## src/rtl/arith_extend.sv

```systemverilog
// ----------------------------------------------------------------------------
// arith_extend_pkg / arith_extend
//
// Purpose:
//   Registered, multi-lane width extender for the arithmetic datapath. Each of
//   DEPTH lanes widens (sign- or zero-extends) or truncates an IN_W-bit value
//   to OUT_W bits. One shared sign select applies to all lanes. Results are
//   registered with exactly one cycle of latency and no enable or stall.
//
// Parameters:
//   IN_W   - input lane width in bits  (>= 1)
//   OUT_W  - output lane width in bits (>= 1)
//   DEPTH  - number of independent lanes (>= 1)
//
// Ports:
//   ctrl   - control bundle: .clock (rising edge), .reset (sync, active-high)
//   in     - [DEPTH-1:0] lane inputs, IN_W bits each
//   sign   - ARITH_SIGNED selects sign extension, anything else zero extension
//   out    - [DEPTH-1:0] registered lane results, OUT_W bits each
// ----------------------------------------------------------------------------
package arith_extend_pkg;

    // Shared clock/reset bundle carried through the datapath.
    typedef struct packed {
        logic clock;
        logic reset;
    } util_control_t;

    // Signedness select for the extension.
    typedef enum logic {
        ARITH_UNSIGNED = 1'b0,
        ARITH_SIGNED   = 1'b1
    } arith_signed_unsigned_t;

endpackage

module arith_extend
    import arith_extend_pkg::*;
#(
    parameter int IN_W  = 16,
    parameter int OUT_W = 32,
    parameter int DEPTH = 1
) (
    input  util_control_t          ctrl,
    input  logic [IN_W-1:0]        in  [DEPTH-1:0],
    input  arith_signed_unsigned_t sign,
    output logic [OUT_W-1:0]       out [DEPTH-1:0]
);

    genvar gi;
    generate
        for (gi = 0; gi < DEPTH; gi++) begin : g_lane
            logic [OUT_W-1:0] out_d;
            logic [OUT_W-1:0] out_q;

            if (OUT_W > IN_W) begin : g_widen
                // Fill bit is the lane MSB only when sign extension is chosen;
                // every other select value yields zero fill.
                logic fill_bit;

                always_comb begin
                    fill_bit = (sign == ARITH_SIGNED) ? in[gi][IN_W-1] : 1'b0;
                    out_d    = {{(OUT_W-IN_W){fill_bit}}, in[gi]};
                end
            end else if (OUT_W == IN_W) begin : g_pass
                // Same width: value passes straight through; sign is irrelevant.
                logic unused_sign;
                assign unused_sign = sign;

                always_comb begin
                    out_d = in[gi];
                end
            end else begin : g_trunc
                // Narrowing: keep the low OUT_W bits; upper bits and sign
                // are deliberately dropped.
                logic unused_bits;
                assign unused_bits = ^{in[gi][IN_W-1:OUT_W], sign};

                always_comb begin
                    out_d = in[gi][OUT_W-1:0];
                end
            end

            // Output register: captures every edge, reset wins over data.
            always_ff @(posedge ctrl.clock) begin
                if (ctrl.reset) begin
                    out_q <= '0;
                end else begin
                    out_q <= out_d;
                end
            end

            assign out[gi] = out_q;
        end
    endgenerate

endmodule

```

## config.mk

```make
export PLATFORM = sky130hd
export DESIGN_NAME = arith_extend
export DESIGN_NICKNAME = d
export VERILOG_FILES = /design/src/rtl/arith_extend.sv
export SDC_FILE = /design/constraint.sdc
export NUM_CORES = 1
export LEC_CHECK = 0
export CORE_MARGIN = 2
export CORE_UTILIZATION = 27
export DETAILED_ROUTE_END_ITERATION = 10
export PLACE_DENSITY = 0.78
export SETUP_SLACK_MARGIN = 0.1
export SYNTH_ARGS = -nofsm -noshare
export SYNTH_HDL_FRONTEND = slang
export SYNTH_SLANG_ARGS = --single-unit
```

## constraint.sdc

```tcl
create_clock -name ctrl -period 0.86 [get_ports ctrl]
set_input_delay 0.215 -clock ctrl [delete_from_list [all_inputs] [get_ports ctrl]]
set_output_delay 0.215 -clock ctrl [all_outputs]
set_load 0.1 [all_outputs]
```

==> run summary <==
Setup crit end kind: output pin
Min cycle time layout: 1250 ps
Layout cells sized above 1: 0.702
Die X: 50.7 um
DR vias/cell: 3.93
Yosys cell types: 6
Worst Min Path Start: ctrl[0]
Footprint of the multi-input gates: 125 um^2
Row count: 16
Vias in the first global route: 540
Tcrit/Tclk final: 1.46
CTS tree: built
Setup TNS: -8380 ps
Violated checks: setup timing
Average size of a mapped cell: 11.8 um^2
Final std cells w/o fill: 121
CP max-delay cell: dfxtp_4
Final wirelength: 1500 um
Number of port buffers: 49
Via Count: 476
Number of fill cells: 115
Setup violators final: 32
Synth Area in Compound Gates: 0
Commonest non-fill, non-tap cell in the layout: buf_12
Post-Synth Simple-Gate Area: 0.212
Final Max Slew Viols: 0
I/O pins: 51
Setup CP Type: reg -> out
Most frequent cells in the layout: buf_12 (32), clkdlybuf4s50_1 (17), dfxtp_4 (17)
Multiplexer share of the synthesized area: 0
M3 GR Usage: 0.0982
Dpl cells: 112
Setup Buffers After CTS: 0
Arrival @ worst endpoint: 1040 ps
Finished layout cell area: 0.00151 mm^2
DP Worst Slack: -95.9 ps
Total grt overflow: 0
Reg area: 404 um^2
Met1 GRT Util: 0.0788
RD Place Congestion: 0.631
Syn Nets: 69
Worst-path clk slew: 90 ps
Mapped Cells: 50
Worst path required time: 640 ps
Share of the synthesized area in the top cell type: 0.577
Pin count of the biggest net entering global routing: 12
Worst Tran Pin Value: 110 ps
Post-Syn Area: 589 um^2
Initial antenna violation count: 0
Post-synthesis xor/xnor area fraction: 0
Post-synth top area cell: dfxtp_1
Seq/Total Area, Yosys: 0.577
Starting Density: 0.294
Cell Chain, Critical Path: clkbuf_16, buf_12
Total GRT Usage: 0.126
Slew margin rel.: 0.927
DRC: 0
Fmax: 0.797 GHz
Hold Vio Cnt, Final: 0
First-pass GRT wire length: 2080 um
Core area: 0.00200 mm^2
Hold Path Cell Cnt: 3
Critical Path Start Type: flip-flop
Max-capacitance violation count: 0
Synth area leaders: dfxtp_1 (58%), buf_4 (19%), nor2b_1 (11%)
Final #Nets: 113
Syn. warnings: 0
Wire length per cell: 12.4 um
Largest family of logic cells by synthesized area: simple AND/OR/NAND/NOR gates
Layout area overhead: 156%
Top fanout value on the critical path: 5
Adder-cell share of the synthesized area: 0
DR iter-0 viols: 2
Placed cell area: 0.00141 mm^2
CP top delay family: flip-flops
Post-route ant nets: 0
HP Class: clk -> reg
Max FFs per register: 17
GR peak layer: met4
Met2 usage: 0.169
Hold Path End: out[7]$_SDFF_PP0_
Yosys reg bits: 17
RSZ-0062 raised after global routing: true
First drt pass iteration count: 4
Die Y: 50.7 um
Setup WS post-layout: -395 ps
Crit-path max cell delay: 400 ps
Diode count: 0
Worst path buffer plus inverter count: 2
Full die area: 0.00257 mm^2
Outcome: finished with violations
repair_timing:
action,4_1_cts,5_1_grt
hold buffers,0,0
resized for setup,0,2
gates cloned,0,1
endpoints found under the setup margin,32,32
routing by layer:
metal / wire length, um / share of wire / vias up
met5: 0 / 0 / -
met4: 0 / 0 / 0
met3: 189 / 0.13 / 0
met2: 842 / 0.56 / 36
met1: 466 / 0.31 / 214
li1: - / - / 226
worst max path at each step:
stage          slack [ps]          startpoint            endpoint  depth (start not counted)
2_1_floorplan        -300  out[16]$_SDFF_PP0_             out[17]                          1
3_3_place_gp          -70              in[15]  out[16]$_SDFF_PP0_                          2
3_5_place_dp         -100  out[16]$_SDFF_PP0_             out[31]                          2
4_1_cts              -420  out[16]$_SDFF_PP0_             out[31]                          2
5_1_grt              -450  out[16]$_SDFF_PP0_             out[24]                          2
6_report             -390  out[16]$_SDFF_PP0_             out[24]                          2
synth_stat cells:
library cell  number
dfxtp_1           17
buf_6              1
and3b_2            1
buf_4             15
nor2b_1           10
and2b_2            6
per-stage QoR:
stage / utilization / hold WS, ps
after global routing: 0.755 / 95.7
after CTS: 0.735 / 110
final: 0.755 / 102
after floorplan: - / 181
after global placement: 0.706 / 61.9
after detailed placement: 0.706 / 61.9
cells by family after synthesis:
group         count (synthesis)
simple gates                 17
buf+inv                      16
flops                        17
cell type report:
type / instances / area share
multi-input cells: 17 / 0.0828
flip-flops and latches: 17 / 0.267
clock inverters: 1 / 0.00579
well taps: 27 / 0.0224
clock buffers: 7 / 0.0323
repair buffers: 52 / 0.589
Power is left out: the tool's default activity adds up to more than one toggle a clock period on the data nets, which glitch-free logic cannot reach.
==> variant, RTL diff (same flow settings) <==
`IN_W`: 16 -> 32.
--- a/src/rtl/arith_extend.sv
+++ b/src/rtl/arith_extend.sv
@@ -39,3 +39,3 @@
 #(
-    parameter int IN_W  = 16,
+    parameter int IN_W  = 32,
     parameter int OUT_W = 32,
Ports: changed (resized in); port bits go from 51 to 67. The function was not compared with the original's and may differ.
==> variant against the unedited design <==
Area after synthesis grew 46%; sequential cell count grew 15; design area grew 41%; wire length grew 49%; critical path depth shrank 1; setup slack gained 190 ps; first-iteration DRC count grew to 9.0 times the old value; utilization shrank 5.8 points; the run still ends with negative setup slack left; via count grew 51%; non-clock buffer count grew 12.
Power is left out: the tool's default activity adds up to more than one toggle a clock period on the data nets, which glitch-free logic cannot reach.
==> variant: results (changes against the unedited design) <==
run_status:
  outcome: "finished, violations left"
  violations: "negative setup slack"
logic_synthesis:
  synth_commonest_cells: "dfxtp_1, nor2b_1, buf_4"
  synth_fp_nets: 102  # +48%
  ys_seq_area_share_pct: 74.2  # +16 points
  ys_ff_latch: 32  # +15
  yosysUniqueCellTypes: 3  # -3
  synth_area_leaders: "dfxtp_1, nor2b_1, buf_4"
  syn_area_per_cell_sq_um: 12.9  # +9.3%
global_route:
  use_met3_pct: 14.3  # +4.5 points
  grt_pass1_wl_um: 3440  # +66%
  grt_usage_pct: 15.0  # +2.4 points
  grt_util_met2_pct: 21.3  # +4.4 points
  met1_usage_pct: 6.63  # -1.2 points
  first_global_vias: 1034  # +91%
  grt_max_degree: 11  # -1
layout:
  multi_input_area_sq_um: 200  # +60%
  nonClkBufAreaFrac_pct: 45.1  # -14 points
  stdcell_count: 188  # +55%
  sh_seq_area_pct: 35.7  # +9.0 points
  fillers: 228  # +98%
  clockNetworkAreaShare_pct: 7.11  # +3.3 points
  layout-drive-gt1-share_pct: 53.5  # -17 points
  nClkBuffers: 12  # +5
  nets: 175  # +55%
  buffers: 64  # +23%
  largest_register_ffs: 32  # +15
  multi_input_cells: 32  # +15
routing:
  wl_met2_um: 1260  # +50%
  wl_met1_um: 604  # +30%
  drt_iter0_drc: 18  # +16
  routed_wl_um: 2240  # +49%
  routed.top_layer: "met4"
  dr_wl_met3_um: 292  # +54%
  vias_per_cell: 3.84  # -2.5%
  first_pass_iters: 4  # unchanged
worst_setup_path:
  cpPeakStageDelay_ps: 370  # -30 ps
  cp-startpoint: "out[25]$_SDFF_PP0_"
  crit_family: "flip-flops"
  critPathMaxFanout: 1  # -4
  cp_data_arrival_time_ps: 850  # -190 ps
clock_tree:
  ctsResizeCount: 0  # unchanged
sta:
  finalMaxSlewViolations: 0  # unchanged
  slew_headroom_pct: 92.6  # -0.10 points
  setup_viol: 32  # unchanged
  fin_ws_ps: -205  # +190 ps
place:
  port_buffers: 64  # +31%
  dp_slack_ps: -1.42  # +94.5 ps
  place_inst: 172  # +54%
  gp_congestion: 0.580  # -8.1%
  dpl.hpwl_um: 1740
flow_run:
  drv_cap: 0  # unchanged
worst_hold_path:
  hold_class: "clk2reg"
==> variant: per-stage QoR <==
| step | hold WS [ps] | setup TNS, ps | area [sq um] |
|---|---|---|---|
| after CTS | 101 | -6950 | 2130 |
| final | 102 | -6010 | 2130 |
| after detailed placement | 61.9 | -1.42 | 1980 |
| after global placement | 61.9 | 0 | 1980 |
| after floorplan | 61.9 | 0 | 983 |
| after global routing | 99.0 | -7520 | 2130 |
==> variant: cells by family after synthesis <==
kind of cell | synth area share, %
buffers and inverters | 2.61
flip-flops | 74.2
AND/OR/NAND/NOR | 23.2
==> variant: final timing paths <==
kind / endpoint / cells after the start
hold / removal: out[29]$_SDFF_PP0_ / 3
setup / recovery: out[25] / 1
==> variant: repair_timing <==
item | in CTS | in global routing
endpoints found under the setup margin | 32 | 32
pin swaps | 0 | 0
hold endpoints to repair | 0 | 0
